**config.mk**
```make
export PLATFORM = sky130hd
export DESIGN_NAME = sim_uart_rx
export DESIGN_NICKNAME = d
export VERILOG_FILES = /design/src/rtl/sim_uart_pkg.sv /design/src/rtl/prim_fifo_sync.sv /design/src/rtl/prim_flop_2sync.sv /design/src/rtl/sim_uart_rx.sv
export SDC_FILE = /design/constraint.sdc
export NUM_CORES = 1
export LEC_CHECK = 0
export CAP_MARGIN = 5
export CORE_UTILIZATION = 50
export CTS_CLUSTER_DIAMETER = 200
export DETAILED_ROUTE_END_ITERATION = 12
export PLACE_DENSITY = 0.76
export SLEW_MARGIN = 20
export SYNTH_ARGS = -nofsm -noshare
export SYNTH_HDL_FRONTEND = slang
export SYNTH_SLANG_ARGS = --single-unit
export TNS_END_PERCENT = 20
```
**constraint.sdc**
```tcl
create_clock -name clk_i -period 7.2 [get_ports clk_i]
set_input_delay 0.72 -clock clk_i [delete_from_list [all_inputs] [get_ports clk_i]]
set_output_delay 0.72 -clock clk_i [all_outputs]
set_load 0.03 [all_outputs]
```
**src/rtl/sim_uart_pkg.sv**
```systemverilog
// sim_uart_pkg: shared FSM state type and bit-timing helpers for the UART receiver.
package sim_uart_pkg;
    typedef enum logic [2:0] {ST_IDLE, ST_START, ST_DATA, ST_STOP, ST_BREAK} state_e;
    function automatic int clks_per_bit(input int freq, input int baud);
        return freq / baud;
    endfunction
    function automatic int half_bit(input int cpb);
        return cpb / 2;
    endfunction
endpackage

```
**src/rtl/prim_fifo_sync.sv**
```systemverilog
// prim_fifo_sync: synchronous valid/ready FIFO; a full FIFO still accepts a write
// in a cycle where it is being popped. Pass=1 lets writes bypass an empty FIFO.
module prim_fifo_sync #(
    parameter int Width = 8,
    parameter int Depth = 4,
    parameter bit Pass  = 1'b0
) (
    input  logic             clk_i,
    input  logic             rst_ni,
    input  logic             wvalid_i,
    output logic             wready_o,
    input  logic [Width-1:0] wdata_i,
    output logic             rvalid_o,
    input  logic             rready_i,
    output logic [Width-1:0] rdata_o
);
    localparam int PtrW = Depth > 1 ? $clog2(Depth) : 1;
    localparam int CntW = $clog2(Depth + 1);
    logic [Width-1:0] r_mem [Depth];
    logic [PtrW-1:0]  r_wptr, r_rptr;
    logic [CntW-1:0]  r_cnt;
    logic             w_empty, w_full, w_pass, w_push, w_pop;
    assign w_empty  = r_cnt == '0;
    assign w_full   = r_cnt == CntW'(Depth);
    assign w_pass   = Pass && w_empty;
    assign wready_o = !w_full || rready_i;
    assign rvalid_o = w_pass ? wvalid_i : !w_empty;
    // Empty head reads as zero so the data output is clean out of reset.
    assign rdata_o  = w_pass ? wdata_i : w_empty ? '0 : r_mem[r_rptr];
    assign w_push   = wvalid_i && wready_o && !(w_pass && rready_i);
    assign w_pop    = !w_empty && rready_i;
    always_ff @(posedge clk_i) begin
        if (w_push) r_mem[r_wptr] <= wdata_i;
    end
    always_ff @(posedge clk_i or negedge rst_ni) begin
        if (!rst_ni) begin
            r_wptr <= '0;
            r_rptr <= '0;
            r_cnt  <= '0;
        end else begin
            r_wptr <= w_push ? (r_wptr == PtrW'(Depth - 1) ? '0 : r_wptr + 1'b1) : r_wptr;
            r_rptr <= w_pop ? (r_rptr == PtrW'(Depth - 1) ? '0 : r_rptr + 1'b1) : r_rptr;
            r_cnt  <= r_cnt + CntW'(w_push) - CntW'(w_pop);
        end
    end
endmodule

```
**src/rtl/prim_flop_2sync.sv**
```systemverilog
// prim_flop_2sync: two-flop synchronizer with a configurable reset value.
module prim_flop_2sync #(
    parameter int                Width      = 1,
    parameter logic [Width-1:0] ResetValue = '0
) (
    input  logic             clk_i,
    input  logic             rst_ni,
    input  logic [Width-1:0] d_i,
    output logic [Width-1:0] q_o
);
    logic [Width-1:0] r_meta;
    always_ff @(posedge clk_i or negedge rst_ni) begin
        if (!rst_ni) begin
            r_meta <= ResetValue;
            q_o    <= ResetValue;
        end else begin
            r_meta <= d_i;
            q_o    <= r_meta;
        end
    end
endmodule

```
**src/rtl/sim_uart_rx.sv**
```systemverilog
// sim_uart_rx: 8N1 UART receiver sampling mid-bit, with a byte buffer on a
// valid/ready output and pulsed framing-error / overflow flags.
module sim_uart_rx import sim_uart_pkg::*; #(
    parameter int Freq      = 500_000,
    parameter int Baud      = 7_200,
    parameter int FifoDepth = 4
) (
    input  logic       clk_i,
    input  logic       rst_ni,
    input  logic       enable_i,
    input  logic       rx_i,
    output logic [7:0] rx_data_o,
    output logic       rx_valid_o,
    input  logic       rx_ready_i,
    output logic       frame_err_o,
    output logic       overflow_o,
    output logic       busy_o
);
    localparam int ClksPerBit = clks_per_bit(Freq, Baud);
    localparam int HalfBit    = half_bit(ClksPerBit);
    localparam int CntW       = $clog2(ClksPerBit);
    localparam logic [CntW-1:0] CntHalf = CntW'(HalfBit - 1);
    localparam logic [CntW-1:0] CntFull = CntW'(ClksPerBit - 1);
    if (ClksPerBit < 4) begin : g_bad_baud
        $error("sim_uart_rx: Freq/Baud must give at least 4 clocks per bit");
    end
    if (FifoDepth < 2) begin : g_bad_depth
        $error("sim_uart_rx: FifoDepth must be at least 2");
    end
    state_e          r_state, w_next;
    logic [CntW-1:0] r_cnt;
    logic [2:0]      r_idx;
    logic [7:0]      r_shift;
    logic            w_rx, w_tick, w_load_half, w_load_full, w_shift, w_push, w_bad_stop, w_wready;
    prim_flop_2sync #(.Width(1), .ResetValue(1'b1)) u_sync (
        .clk_i  (clk_i),
        .rst_ni (rst_ni),
        .d_i    (rx_i),
        .q_o    (w_rx)
    );
    assign w_tick = r_cnt == '0;
    always_ff @(posedge clk_i or negedge rst_ni) begin
        if (!rst_ni) r_state <= ST_IDLE;
        else         r_state <= w_next;
    end
    always_comb begin
        w_next = r_state;
        case (r_state)
            ST_IDLE:  if (enable_i && !w_rx) w_next = ST_START;
            ST_START: if (w_tick) w_next = w_rx ? ST_IDLE : ST_DATA;
            ST_DATA:  if (w_tick && r_idx == 3'd7) w_next = ST_STOP;
            ST_STOP:  if (w_tick) w_next = w_rx ? ST_IDLE : ST_BREAK;
            ST_BREAK: if (w_rx) w_next = ST_IDLE;
            default:  w_next = ST_IDLE;
        endcase
    end
    always_comb begin
        w_load_half = r_state == ST_IDLE && enable_i && !w_rx;
        w_load_full = w_tick && ((r_state == ST_START && !w_rx) || r_state == ST_DATA);
        w_shift     = w_tick && r_state == ST_DATA;
        w_push      = w_tick && r_state == ST_STOP && w_rx;
        w_bad_stop  = w_tick && r_state == ST_STOP && !w_rx;
        busy_o      = r_state != ST_IDLE;
    end
    // Counter only decrements while non-zero, so it can never wrap.
    always_ff @(posedge clk_i or negedge rst_ni) begin
        if (!rst_ni) begin
            r_cnt       <= '0;
            r_idx       <= '0;
            r_shift     <= '0;
            frame_err_o <= 1'b0;
            overflow_o  <= 1'b0;
        end else begin
            r_cnt       <= w_load_half ? CntHalf : w_load_full ? CntFull : !w_tick ? r_cnt - 1'b1 : r_cnt;
            r_idx       <= r_state == ST_START ? 3'd0 : w_shift ? r_idx + 3'd1 : r_idx;
            r_shift     <= w_shift ? {w_rx, r_shift[7:1]} : r_shift;
            frame_err_o <= w_bad_stop;
            overflow_o  <= w_push && !w_wready;
        end
    end
    prim_fifo_sync #(.Width(8), .Depth(FifoDepth), .Pass(1'b0)) u_fifo (
        .clk_i    (clk_i),
        .rst_ni   (rst_ni),
        .wvalid_i (w_push),
        .wready_o (w_wready),
        .wdata_i  (r_shift),
        .rvalid_o (rx_valid_o),
        .rready_i (rx_ready_i),
        .rdata_o  (rx_data_o)
    );
endmodule

```
# Yosys cells after proc, flatten, opt, wreduce, memory -nomap -nowiden
# Memory sizes are Yosys's and may differ from the RTL's.
# Index checks and enable logic that the tools add are counted.
[word_totals] word_cells=75 ff_bits=32 ramBits=32 input_bits=5 output_inout_bits=12 mem_count=1
[classes] mux=18 reduce_logical=25 eq_ne=14 n_addsub=6
[mem_list] memory="u_fifo.r_mem" words=4 width=8 rd=1 rd_clocked_by_memory_dff=0 wr=1 line_no="prim_fifo_sync.sv:19" text="logic [Width-1:0] r_mem [Depth];"
[ops] operator="$mux W3" count=8
[ops] operator="$mux W7" count=3
[ops] operator="$pmux W3 S5" count=1
[ops] operator="$logic_and A1 B1 Y1" count=13
[ops] operator="$eq A3 B3 Y1 const B" count=3
[ops] operator="$mux W8" count=1
[ops] operator="$ne A2 B2 Y1 const B" count=4
[ops] operator="$logic_not A7 Y1" count=1
[ops] operator="$sub A7 B1 Y7 const B" count=1
[ops] operator="$eq A3 B2 Y1 const B" count=2
[ops] operator="$logic_not A3 Y1" count=2
[ops] operator="$mux W2" count=3
[ops] operator="$reduce_and A5 Y1" count=1
[ops] operator="$add A2 B1 Y2 const B" count=2
[ops] operator="$eq A2 B2 Y1 const B" count=2
[ops] operator="$logic_not A1 Y1" count=4
[ops] operator="$add A3 B1 Y3" count=1
[ops] operator="$add A3 B1 Y3 const B" count=1
[ops] operator="$eq A3 B1 Y1 const B" count=1
[ops] operator="$ne A3 B1 Y1 const B" count=1
[ops] operator="$reduce_bool A3 Y1" count=1
[ops] operator="$sub A3 B1 Y3" count=1
[ops] operator="$logic_or A1 B1 Y1" count=2
[ops] operator="$mux W1" count=2
[ops] operator="2 further kinds" count=2

# Logic depth before layout (Yosys ltp)
[logic_depth] ltp_word=6 ltp_mapped=10 depth_no_buf=9

# Hierarchy
# Synthesis repeated with hierarchy kept, for this count alone.
[hier_totals] cells_unflattened=197 area_unflattened_um2=2877.8
[by_module_without_submodules] module="prim_fifo_sync" area_each_um2=1672.9 cells_per_inst=91 instances=1
[by_module_without_submodules] module="sim_uart_rx" area_each_um2=1152.4 cells_per_inst=104 instances=1
[by_module_without_submodules] module="prim_flop_2sync" area_each_um2=52.6 cells_per_inst=2 instances=1

# Least setup slack after synthesis
# OpenSTA, ideal clock, no wires.
[synth_timing] path_kind="register -> register" startpoint="reg u_fifo.r_cnt[2]" endpoint="reg u_fifo.r_cnt[2]" slack_ps=4723 path_stages_with_launch=11 setup_ps=123 required_time_ps=7077 t_arrival_ps=2355 path_cell_list="dfrtp_1 -> or3_1 -> clkbuf_1 -> nand2_1 -> inv_1 -> ha_1 -> inv_1 -> ha_1 -> fa_1 -> xor2_1 -> xnor2_1"
[synth_lines] element="start, declared" line_no="prim_fifo_sync.sv:21" text="logic [CntW-1:0] r_cnt;"
[synth_lines] element="start signal, assigned" line_no="prim_fifo_sync.sv:43" text="r_cnt <= r_cnt + CntW'(w_push) - CntW'(w_pop);"
[synth_lines] element="$logic_not A3 Y1" line_no="prim_fifo_sync.sv:23" text="assign w_empty = r_cnt == '0;"
[synth_lines] element="$logic_not A1 Y1"
[synth_lines] element="via rx_valid_o" line_no="sim_uart_rx.sv:13" text="output logic rx_valid_o,"
[synth_lines] element="$logic_and A1 B1 Y1" line_no="prim_fifo_sync.sv:31" text="assign w_pop = !w_empty && rready_i;"
[synth_lines] element="via u_fifo.w_pop" line_no="prim_fifo_sync.sv:22" text="logic w_empty, w_full, w_pass, w_push, w_pop;"
[synth_lines] element="$sub A3 B1 Y3" line_no="prim_fifo_sync.sv:43"
# The timed path passes the listed nets, and every way through them passes these cells.
# A chain may end at the register's enable or synchronous reset.

# Final worst setup path
[layout_timing] startpoint="reg u_fifo.r_rptr[0]" endpoint="out rx_data_o[6]"
[layout_via] elab_chain_len=2
[layout_lines] element="start, declared" line_no="prim_fifo_sync.sv:20" text="logic [PtrW-1:0] r_wptr, r_rptr;"
[layout_lines] element="start signal, assigned" line_no="prim_fifo_sync.sv:42" text="r_rptr <= w_pop ? (r_rptr == PtrW'(Depth - 1) ? '0 : r_rptr + 1'b1) : r_rptr;"
[layout_lines] element="$mem_v2 Z4 W8"
[layout_lines] element="$mux W8" line_no="prim_fifo_sync.sv:29" text="assign rdata_o = w_pass ? wdata_i : w_empty ? '0 : r_mem[r_rptr];"
[layout_lines] element="end, declared" line_no="sim_uart_rx.sv:12" text="output logic [7:0] rx_data_o,"
# Every way passes these cells.

==> impl_metrics.ini <==
[route]
postRouteAntennaNets = 0
num_vias = 1569
post-route-drc-count = 0
routed_via_density = 5.448
post_drt_wl_per_cell_um = 15.67
detailedRoute.firstIterationViolations = 75
detail_route.wirelength_um = 4512
detail_route.first_pass.iterations = 4

[sta]
report.final.slew_viol_count = 0
hold_slack_ns = 0.3561
tightestPinTransition_ns = 0.5883
slew_headroom_pct = 60.78
setup_viol = 0
max_freq_mhz = 323.1
unrepaired_setup_endpoints_after_global_routing = no
hold_viol = 0
final_min_period_over_clock_period_pct = 42.99
tns_ns = 0
clock-skew-final_ns = 0.004903
layout_min_cycle_time_ns = 3.095
post-route-worst-setup-slack_ns = 4.105

[worst_setup_path]
cp-start-kind = flop
rr_startpoint = u_fifo.r_cnt[2]
r2r_setup_slack_ns = 4.77
crit_path_end = rx_data_o[6]
reg2reg_depth = 9
path_max_fanout = 11
end_kind = primary output
worst-endpoint-arrival_ns = 2.38
worst_r2r_endpoint = u_fifo.r_cnt[2]
critPathKind = flop to primary output
worst-endpoint-required_ns = 6.48
critical_path.startpoint = u_fifo.r_rptr[0]

[floorplan]
dieWidth_um = 76.97
fp.coreArea_um2 = 5270
chipHeight_um = 76.97
core.rowCount = 26
ios = 17
effective_utilization_at_floorplan_pct = 53.32
fp.dieArea_um2 = 5924

[cells_and_area]
fin_nets = 230
area_growth_syn_to_layout_pct = 14.16
final_layout_size_suffix_gt1_share_pct = 20.64
finalCoreUtilization_pct = 60.87
layoutNonFillerInstCount = 288
fillerInstances = 421
inserted_diodes = 0

[placed_design]
globalplace.congestion = 0.8144
place_inst = 272
port_buffers = 16
place_worst_setup_slack_ns = 4.353
place.detailed.hpwl_um = 3009

[synth]
synth_mux_area_share_pct = 10.82
ys_seq_area_share_pct = 62.78
synth.area.top_cells = sky130_fd_sc_hd__edfxtp_1 34%, sky130_fd_sc_hd__dfrtp_1 27%, sky130_fd_sc_hd__mux4_2 6.4%
yosys_register_bits = 64
synthMostInstantiatedCell = sky130_fd_sc_hd__edfxtp_1
synth.yosys.warnings = 0
synth-compound-area-share_pct = 4.141
post_synth_inst_count = 192
synth_simple_gate_area_share_pct = 12.78
yosys.area.top_type_share_pct = 34.19
postSynthAreaPerCell_um2 = 14.64
ys_async_sr_fraction_pct = 50.00
synth_top_cell_by_area = sky130_fd_sc_hd__edfxtp_1
synth_top_family_by_area = simple AND/OR/NAND/NOR gates
mappedNetlistNets = 209
synth-main-ff-cell = sky130_fd_sc_hd__edfxtp_1
edff_count_synth = 32
synth-xor-area-share_pct = 1.558
synth.cells.most_frequent = 32 x sky130_fd_sc_hd__edfxtp_1, 30 x sky130_fd_sc_hd__dfrtp_1, 11 x sky130_fd_sc_hd__ha_1, 11 x sky130_fd_sc_hd__mux2_2, 10 x sky130_fd_sc_hd__inv_1
synth_area_um2 = 2810
synthDistinctLibCells = 40
post_synth_fa_ha_maj_area_fraction_pct = 5.610

[clock_tree]
cts-htree-levels = 3
tritoncts = built
cts_resized = 0
post_cts_hold_buffer_count = 0
cts-buffers-inserted = 9
cts_post_setup_buffers_inserted = 0
cts_sinks = 64
clk_latency_ns = 0.33
clockBufferDepth = 2
clk_transition_reported_paths_ns = 0.06
cts_root_buffer = sky130_fd_sc_hd__clkbuf_8

[global_route]
grt_pass1_vias = 1523
global_route_wire_length_before_repair_um = 7479
grt_max_degree = 33
grtUsageTotal_pct = 17.18
gr-total-overflow = 0
grt_antenna_before_repair = 0

[pwr]
powerDensity_nw_per_um2 = 343.9
ir_worst_vdd_mv = 0.1940
p_leak_nw = 1.319

[run]
maxCapViolCount = 0

[status]
outcome = complete, no violations

[min_path]
worst_hold_path_type = flop to flop
power by group:
| part | total [mW] | leakage, nW | switching, mW | internal [mW] |
|---|---|---|---|---|
| clock network | 0.266 | 0.0854 | 0.123 | 0.143 |
| registers | 0.504 | 0.734 | 0.0776 | 0.426 |
| logic | 0.334 | 0.500 | 0.164 | 0.169 |
worst max-delay path, stage by stage, from the launching register on:
cell                              delay [ns]
sky130_fd_sc_hd__dfrtp_1                0.72
sky130_fd_sc_hd__mux4_2                 0.58
sky130_fd_sc_hd__and2_1                 0.17
sky130_fd_sc_hd__clkdlybuf4s50_1        0.58
state kept, by name, indices dropped and copies added (netlist names):
signal         count
frame_err_o        1
overflow_o         1
r_cnt              7
r_idx              3
r_shift            8
r_state            3
u_fifo.r_cnt       3
u_fifo.r_mem      32
u_fifo.r_rptr      2
u_fifo.r_wptr      2
u_sync.q_o         1
u_sync.r_meta      1
routing by layer:
layer  share of wire, %  vias to the layer above  track usage (%)
met5                  0                        -                0
met2                 46                       30            25.09
met3                4.1                        9            5.714
met1                 48                      786            23.84
li1                   -                      744                -
met4                1.5                        0            6.792
cells by family (layout without fill, tap and decap cells):
| logic type | count (synthesis) | in the layout |
|---|---|---|
| DFF | 64 | 64 |
| and+or+nand+nor | 57 | 57 |
| muxes | 19 | 19 |
| AOI/OAI and AO/OA | 18 | 18 |
| buffers and inverters | 17 | 43 |
| adders and majority gates | 12 | 12 |
| xor gates and xnor gates | 5 | 5 |
final cells by class:
type	count	area [um2]	area share, %
multi-input combinational	111	980.9	30.58
clock buffer	15	166.4	5.187
timing repair buffer	17	167.7	5.226
inverter	10	37.54	1.170
sequential	64	1764	54.99
clock inverter	1	3.754	0.1170
tap	70	87.58	2.730
worst min-delay path by stage:
stage	slack (ns)	cells past startpoint	end	start
2_1_floorplan	0.35	0	u_sync.q_o	u_sync.r_meta
5_1_grt	0.36	0	u_sync.q_o	u_sync.r_meta
6_report	0.36	0	u_sync.q_o	u_sync.r_meta
4_1_cts	0.36	0	u_sync.q_o	u_sync.r_meta
3_5_place_dp	0.35	0	u_sync.q_o	u_sync.r_meta
3_3_place_gp	0.35	0	u_sync.q_o	u_sync.r_meta
metrics by stage:
stage | power (mW) | area, um2
global placement | 0.8391 | 3038
detailed placement | 0.8479 | 3038
finish | 1.103 | 3208
CTS | 1.117 | 3208
floorplan | 0.7454 | 2810
global route | 1.171 | 3208
placed cells by master (no fill, tap or decap), drive strengths merged, types with 2 or more instances in the layout:
master / instances
dfrtp: 30
nand2: 8
o22ai: 3
or3: 2
xnor2: 2
nor2: 7
nand3: 8
clkdlybuf4s50: 16
inv: 10
nand2b: 2
mux4: 8
nor3: 4
nor2b: 2
o211ai: 4
nand4b: 2
dfstp: 2
and2: 14
or4: 2
ha: 11
mux2: 11
edfxtp: 32
xor2: 3
o21ai: 6
clkbuf: 15
No activity file was read; power rests on OpenSTA's default activity.
